<file path="src/rtl/default_chan_block_tx_sched.sv">
// Timed-burst TX sequencer: turns {time, len, timed} commands plus a raw sample stream into the
// HOLD / SOB / payload / EOB tagged stream consumed by the DAC hold stage.
module default_chan_block_tx_sched #(
    parameter int LEN_W       = 16,
    parameter int LATE_MARGIN = 64,
    parameter bit DROP_LATE   = 1'b1
) (
    input  logic             clk,
    input  logic             resetn,
    input  logic [55:0]      sample_idx,
    input  logic             cfg_enable,
    input  logic             cmd_valid,
    output logic             cmd_ready,
    input  logic [55:0]      cmd_time,
    input  logic [LEN_W-1:0] cmd_len,
    input  logic             cmd_timed,
    input  logic             s_valid,
    output logic             s_ready,
    input  logic [63:0]      s_data,
    output logic             m_valid,
    input  logic             m_ready,
    output logic [63:0]      m_data,
    output logic             m_tag_valid,
    output logic [6:0]       m_tag_type,
    output logic             busy,
    output logic [15:0]      late_count
);

    localparam logic [6:0] RWT_TAG_HOLD = 7'h01;
    localparam logic [6:0] RWT_TAG_SOB  = 7'h02;
    localparam logic [6:0] RWT_TAG_EOB  = 7'h03;

    typedef enum logic [2:0] {
        S_IDLE,
        S_CHECK,
        S_HOLD,
        S_SOB,
        S_DATA,
        S_EOB,
        S_DRAIN
    } state_t;

    state_t           state;
    logic [55:0]      time_q;
    logic [55:0]      diff_q;
    logic [LEN_W-1:0] rem_q;
    logic             timed_q;

    logic             late;
    logic             s_fire;
    logic             m_fire;
    logic             out_free;
    logic             rem_last;
    logic             rem_zero;

    function automatic logic [15:0] sat_inc16(input logic [15:0] v);
        return (v == 16'hFFFF) ? v : v + 16'd1;
    endfunction

    // Modular lead time: negative (bit 55 set) or shorter than the margin is too late.
    function automatic logic is_late(input logic want_time, input logic [55:0] lead);
        return want_time && (lead[55] || (lead < 56'(LATE_MARGIN)));
    endfunction

    assign late      = is_late(timed_q, diff_q);
    assign cmd_ready = resetn && (state == S_IDLE) && cfg_enable;
    assign busy      = (state != S_IDLE);
    assign s_fire    = s_valid && s_ready;
    assign m_fire    = m_valid && m_ready;
    assign out_free  = !m_valid || m_ready;
    assign rem_last  = (rem_q == LEN_W'(1));
    assign rem_zero  = (rem_q == '0);

    always_comb begin
        s_ready = 1'b0;
        if (resetn) begin
            case (state)
                S_DATA:  s_ready = out_free;
                S_DRAIN: s_ready = 1'b1;
                default: s_ready = 1'b0;
            endcase
        end
    end

    always_ff @(posedge clk) begin
        if (!resetn) begin
            state       <= S_IDLE;
            m_valid     <= 1'b0;
            m_tag_valid <= 1'b0;
            m_tag_type  <= 7'd0;
            m_data      <= 64'd0;
            late_count  <= 16'd0;
        end else begin
            case (state)
                S_IDLE: begin
                    if (cmd_valid && cmd_ready) begin
                        time_q  <= cmd_time;
                        diff_q  <= cmd_time - sample_idx;
                        rem_q   <= cmd_len;
                        timed_q <= cmd_timed;
                        state   <= S_CHECK;
                    end
                end

                // The first tag is loaded here so it appears two cycles after the handshake.
                S_CHECK: begin
                    if (late) begin
                        late_count <= sat_inc16(late_count);
                    end
                    if (late && DROP_LATE) begin
                        state <= rem_zero ? S_IDLE : S_DRAIN;
                    end else if (timed_q && !late) begin
                        m_valid     <= 1'b1;
                        m_tag_valid <= 1'b1;
                        m_tag_type  <= RWT_TAG_HOLD;
                        m_data      <= {8'd0, time_q};
                        state       <= S_HOLD;
                    end else begin
                        m_valid     <= 1'b1;
                        m_tag_valid <= 1'b1;
                        m_tag_type  <= RWT_TAG_SOB;
                        m_data      <= 64'd0;
                        state       <= S_SOB;
                    end
                end

                S_HOLD: begin
                    if (m_ready) begin
                        m_tag_type <= RWT_TAG_SOB;
                        m_data     <= 64'd0;
                        state      <= S_SOB;
                    end
                end

                S_SOB: begin
                    if (m_ready) begin
                        if (rem_zero) begin
                            m_tag_type <= RWT_TAG_EOB;
                            m_data     <= 64'd0;
                            state      <= S_EOB;
                        end else begin
                            m_valid     <= 1'b0;
                            m_tag_valid <= 1'b0;
                            state       <= S_DATA;
                        end
                    end
                end

                S_DATA: begin
                    if (s_fire) begin
                        m_valid     <= 1'b1;
                        m_tag_valid <= 1'b0;
                        m_tag_type  <= 7'd0;
                        m_data      <= s_data;
                        rem_q       <= rem_q - LEN_W'(1);
                        if (rem_last) begin
                            state <= S_EOB;
                        end
                    end else if (m_fire) begin
                        m_valid <= 1'b0;
                    end
                end

                // Entered with the last payload word possibly still in the output register.
                S_EOB: begin
                    if (m_tag_valid) begin
                        if (m_ready) begin
                            m_valid     <= 1'b0;
                            m_tag_valid <= 1'b0;
                            state       <= S_IDLE;
                        end
                    end else if (out_free) begin
                        m_valid     <= 1'b1;
                        m_tag_valid <= 1'b1;
                        m_tag_type  <= RWT_TAG_EOB;
                        m_data      <= 64'd0;
                    end
                end

                S_DRAIN: begin
                    if (s_fire) begin
                        rem_q <= rem_q - LEN_W'(1);
                        if (rem_last) begin
                            state <= S_IDLE;
                        end
                    end
                end

                default: state <= S_IDLE;
            endcase
        end
    end

endmodule

</file>
<file path="config.mk">
export PLATFORM = sky130hd
export DESIGN_NAME = default_chan_block_tx_sched
export DESIGN_NICKNAME = d
export VERILOG_FILES = /design/src/rtl/default_chan_block_tx_sched.sv
export SDC_FILE = /design/constraint.sdc
export NUM_CORES = 1
export LEC_CHECK = 0
export ABC_AREA = 1
export CORE_ASPECT_RATIO = 1.2
export CORE_MARGIN = 2
export CORE_UTILIZATION = 52
export DETAILED_ROUTE_END_ITERATION = 6
export PLACE_DENSITY = 0.81
export SLEW_MARGIN = 20
export SYNTH_ARGS = -nofsm -noshare
export SYNTH_HDL_FRONTEND = slang
export SYNTH_SLANG_ARGS = --single-unit
</file>
<file path="constraint.sdc">
create_clock -name clk -period 7.1 [get_ports clk]
set_clock_uncertainty 0.05 [all_clocks]
set_input_delay 0.71 -clock clk [delete_from_list [all_inputs] [get_ports clk]]
set_output_delay 0.71 -clock clk [all_outputs]
set_load 0.1 [all_outputs]
</file>
# Yosys cells after proc, flatten, opt, wreduce, memory -nomap -nowiden
# Cells that the tools add are included.
[word_totals]
inputBits = 199
register_bits = 221
elab_cells = 117
output_inout_bits = 92
[classes]
eq_ne = 26
muxes = 51
add_sub_neg = 3
n_reduce_logical = 25
bitwise_logic = 1
magnitude_cmp = 1
[op_table]
columns = ["op", "count"]
rows = [
  ["$mux 64", 7],
  ["$pmux 64 s5", 1],
  ["$lt 56x7->1 const B", 1],
  ["$mux 56", 1],
  ["$sub 56x56->56", 1],
  ["$mux 7", 7],
  ["$pmux 7 s5", 1],
  ["$mux 3", 11],
  ["$mux 16", 2],
  ["$pmux 16 s2", 1],
  ["$ne 2x2->1 const B", 13],
  ["$pmux 3 s7", 1],
  ["$add 16x1->16 const B", 1],
  ["$eq 16x1->1 const B", 1],
  ["$eq 16x16->1 const B", 1],
  ["$logic_not 16->1", 1],
  ["$sub 16x1->16 const B", 1],
  ["$mux 1", 15],
  ["$eq 3x3->1 const B", 3],
  ["$ne 3x3->1 const B", 3],
  ["$reduce_and 9->1", 1],
  ["$pmux 1 s4", 2],
  ["$reduce_and 8->1", 1],
  ["$logic_and 1x1->1", 7],
  ["18 further kinds", 23],
]

# Logic depth before layout (Yosys ltp)
[logic_depth]
ltp_word = 8
mapped_depth = 15
ltp_nobuf = 15

# Least setup slack after synthesis
# No wires, ideal clock.
[synth_path]
path_type = "register to register"
startpoint = "register state[0]"
endpoint = "register rem_q[0] (enable)"
setup_slack_ns = 0.258
path_buffers = 1
synth_period_minus_slack_ns = 6.842
required_ns = 6.681
stages_incl_launch_ff = 7
t_arrival_ns = 6.422
cell_sequence = "dfxtp_1 buf_6 nor2_1 nand2_1 nor3b_2 o21ai_0 inv_1"
[synth_via]
elab_chain_cells = 6
word_cells_on_any_way = 14
[synth_rtl]
columns = ["item", "line", "rtl"]
rows = [
  ["start: declaration", "43", "state_t state;"],
  ["start signal: assignment", "111", "state <= rem_zero ? S_IDLE : S_DRAIN;"],
  ["$eq 3x3->1 / $logic_not 3->1 (equally long branches)", "77, 94, 66", ""],
  ["$pmux 1 s2 / $logic_and 1x1->1 (equally long branches)", "77, 66", ""],
  ["$mux 1 / $logic_and 1x1->1 (equally long branches)", "76, 66", ""],
  ["$logic_and 1x1->1 (on tied branches)", "68, 96", ""],
  ["$ne 2x1->1 (no line)", "-", ""],
  ["$reduce_and 4->1 (no line) *", "-", ""],
  ["end signal: assignment", "99", "rem_q <= cmd_len;"],
  ["end signal: assignment", "155", "rem_q <= rem_q - LEN_W'(1);"],
  ["end signal: assignment", "182", "rem_q <= rem_q - LEN_W'(1);"],
  ["end: declaration", "46", "logic [LEN_W-1:0] rem_q;"],
]
# Every way passes the cells marked *; elsewhere a longest branch is shown, timed or not.
# A chain may end at the register's enable or synchronous reset.

# Final worst setup path
[layout_path]
startpoint = "input port resetn"
endpoint = "output port cmd_ready"
[layout_via]
elab_chain_cells = 2
[layout_rtl]
columns = ["item", "line", "rtl"]
rows = [
  ["start: declaration", "9", "input logic resetn,"],
  ["$logic_and 1x1->1 (2 in a row)", "66", "assign cmd_ready = resetn && (state == S_IDLE) && cfg_enable;"],
  ["end: declaration", "13", "output logic cmd_ready,"],
]
# No other way between the ends.

==> metrics.md <==
| Metric | Value |
|---|---|
| Status | `completed` |
| Hold EP | `m_tag_type[1]` |
| Crit. End Element | `output pin` |
| Initial antenna violation count | `6` |
| P_leak | `between 7 and 8 nW` |
| Crit start category | `input port` |
| Sum of buffers and inverters on the critical path | `3` |
| Crit path max-delay family | `buffers and inverters` |
| Synth Cell Area | `13500 um2` |
| GP Congestion | `about 0.98` |
| Hold_ws | `437.1 ps` |
| Largest cells by area after synthesis | `edfxtp_1, nand2_1, dfxtp_1` |
| Cts bufs inserted | `24` |
| FF-to-FF End | `m_data[56]` |
| DP HPWL | `34070 um` |
| Final wirelength | `between 40000 and 50000 um` |
| Worst Path Max Fanout | `75` |
| Register area | `5435 um2` |
| Register bit total from synthesis | `210` |
| Die Height | `180.5 um` |
| Initial Util | `52.83%` |
| Slowest CP cell | `clkdlybuf4s50_1` |
| WS Path Type | `in2out` |
| Final core occ | `between 60% and 70%` |
| Asr flop ratio synth | `0%` |
| Antenna viol nets, final | `0` |
| Final hold violations | `0` |
| R2R Setup Slk | `3760 ps` |
| Ys flop type | `edfxtp_1` |
| H-tree level count | `1` |
| CP peak stage delay | `around 1100 ps` |
| CTS tree | `yes` |
| All-Layer GR Usage | `31.03%` |
| WL per Instance | `16.75 um` |
| Num Clock Sinks | `between 200 and 250` |
| First-pass iteration count of the detailed router | `5` |
| Hold buffers post-CTS | `0` |
| Post-route DRC | `0` |
| Synth top area share | `27.37%` |
| Rows | `64` |
| RR Startpoint | `diff_q[48]` |
| Area delta synth->final | `29.05%` |
| Cell Area, Placed | `~17000 um2` |
| Leading cell type by number of instances after synthesis | `nand2_1` |
| Die area | `27260 um2` |
| Final period util | `52.32%` |
| Share of cells above drive strength 1 | `2.813%` |
| Hold path depth | `2` |
| RSZ-0062 raised after global routing | `false` |
| Root buffer cell | `clkbuf_16` |
| Crit-path cells | `buf_2 > buf_4 > nand2_1 > nor2_1 > clkdlybuf4s50_1` |
| Largest area contributor in the netlist | `edfxtp_1` |
| CP arrival | `2950 ps` |
| Setup violators final | `0` |
| DR vias/cell | `5.190` |
| CP required | `~6300 ps` |
| Die Span X | `around 150 um` |
| Post-synth EDFFs | `123` |
| HP Class | `reg2reg` |
| Highest Clock Rate | `roughly 270 MHz` |
| Ports | `roughly 290` |
| NumNets Final | `about 2500` |
| Skew-Pair Late Insertion Delay | `530 ps` |
| Hold Startpoint | `m_tag_type[1]` |
| CP Depth | `5` |
| Post-CTS setup repair buffer count | `0` |
| Routed vias | `13360` |
| Cells after DPL | `2526` |
| Number of global-route vias before repair | `around 13000` |
| Top post-synthesis cells by count | `nand2_1, nor2_1, inv_1, o21ai_0, edfxtp_1` |
| Core area | `25540 um2` |
| VDD IR-drop max | `0.2306 mV` |
| Syn Area/Cell | `6.928 um2` |
| Max Cap Viol | `0` |
| CTS Buffer Depth | `3` |
| Sum of negative setup slack | `0 ps` |
| Clock Pin Slew Worst Setup and Hold Paths | `60 ps` |
| Seq/Total Area, Yosys | `40.27%` |
| Multi-input gate area | `6519 um2` |
| Mapped Cells | `approximately 1900` |
| Largest net degree at the start of global routing | `between 70 and 80` |
| Slew HR | `around 29%` |
| Final Max Tran Viols | `0` |
| Final-layout fill cell count | `2203` |
| First-pass GRT wire length | `around 66000 um` |
| Post-layout instance area | `17420 um2` |
| Reg2Reg Depth | `11` |
| Yosys Warn Count | `0` |
| Post-layout minimum cycle time | `3715 ps` |
| IO buf count | `285` |
| Post-CTS resize count | `0` |
| Post-route insts no fill | `2575` |
| Netlist cell types | `41` |
| PwrDens | `298.7 nW/um2` |
| Worst Tran Pin Value | `1060 ps` |
| Gr ovfl total | `0` |
| Initial drt markers | `893` |
per-layer routing:
metal	global-route usage (%)	vias up	part of all wire, %
li1	-	6671	-
met1	40.15	6070	41
met2	53.36	527	49
met3	3.544	93	6.5
met4	10.95	2	3.2
met5	0	-	0.019
layout make-up:
class / count / area share, %
multi-input combinational: 1353 / 37.43
antenna: 5 / 0.07184
inverter: 342 / 7.371
clock buffer: 40 / 4.519
clock inverter: 4 / 0.4167
sequential: 210 / 31.21
timing repair buffer: 291 / 16.61
tap: 330 / 2.371
tightest hold or removal path, stage by stage, from the launching register on:
cell and delay (ps):
dfxtp_1 310, nor2_1 90, nor2_1 50
where the power goes:
group | switching [mW] | internal, mW | leakage (nW)
Clock | 0.498 | 0.827 | 0.416
Sequential | 0.101 | 1.50 | 1.84
Combinational | 1.63 | 0.640 | 5.34
Total | 2.23 | 2.97 | 7.59
layout by cell type, fill, tap and decap left out, types with 10 or more instances in the layout:
cell / count
nor3_1: 16
o21bai_1: 10
nor2_1: 367
xor2_1: 39
edfxtp_1: 123
ha_1: 58
dfxtp_1: 87
clkdlybuf4s50_1: 284
nand4_1: 16
nand2_1: 470
xnor2_1: 11
inv_1: 333
o21ai_0: 137
nand3_1: 67
a21oi_1: 106
clkbuf_16: 29
how the worst max path moves through the flow:
stage                     startpoint    endpoint  slack, ps
final                         resetn   cmd_ready       3390
after CTS                     resetn   cmd_ready       3380
after detailed placement      resetn  diff_q[41]       3350
after global routing          resetn   cmd_ready       3260
after global placement        resetn   cmd_ready       3390
after floorplan             state[0]    rem_q[0]        260
per-stage QoR:
stage / power [mW] / setup WS (ps)
after floorplan: 3.360 / 258.4
after global placement: 3.828 / 3392
after detailed placement: 3.875 / 3354
after CTS: 5.202 / 3377
after global routing: 5.469 / 3260
final: 5.201 / 3385
sequential cells by signal, summed over array words and instances, names as in the netlist, 2 cells and up:
name,count
late_count,16
state,3
m_tag_type,2
rem_q,16
m_data,64
time_q,56
diff_q,50
logic make-up (layout without fill, tap and decap cells):
logic type / after synthesis / count (layout) / synth area share (%)
AO/OA/AOI/OAI: 281 / 281 / 10.91
adder cells (fa/ha/maj): 58 / 58 / 5.377
AND/OR/NAND/NOR: 959 / 959 / 28.49
other: 1 / 10 / 0.02779
flip-flops: 210 / 210 / 40.27
XOR/XNOR: 50 / 50 / 3.245
buffers and inverters: 389 / 677 / 11.67
(Power assumes the default switching activity.)
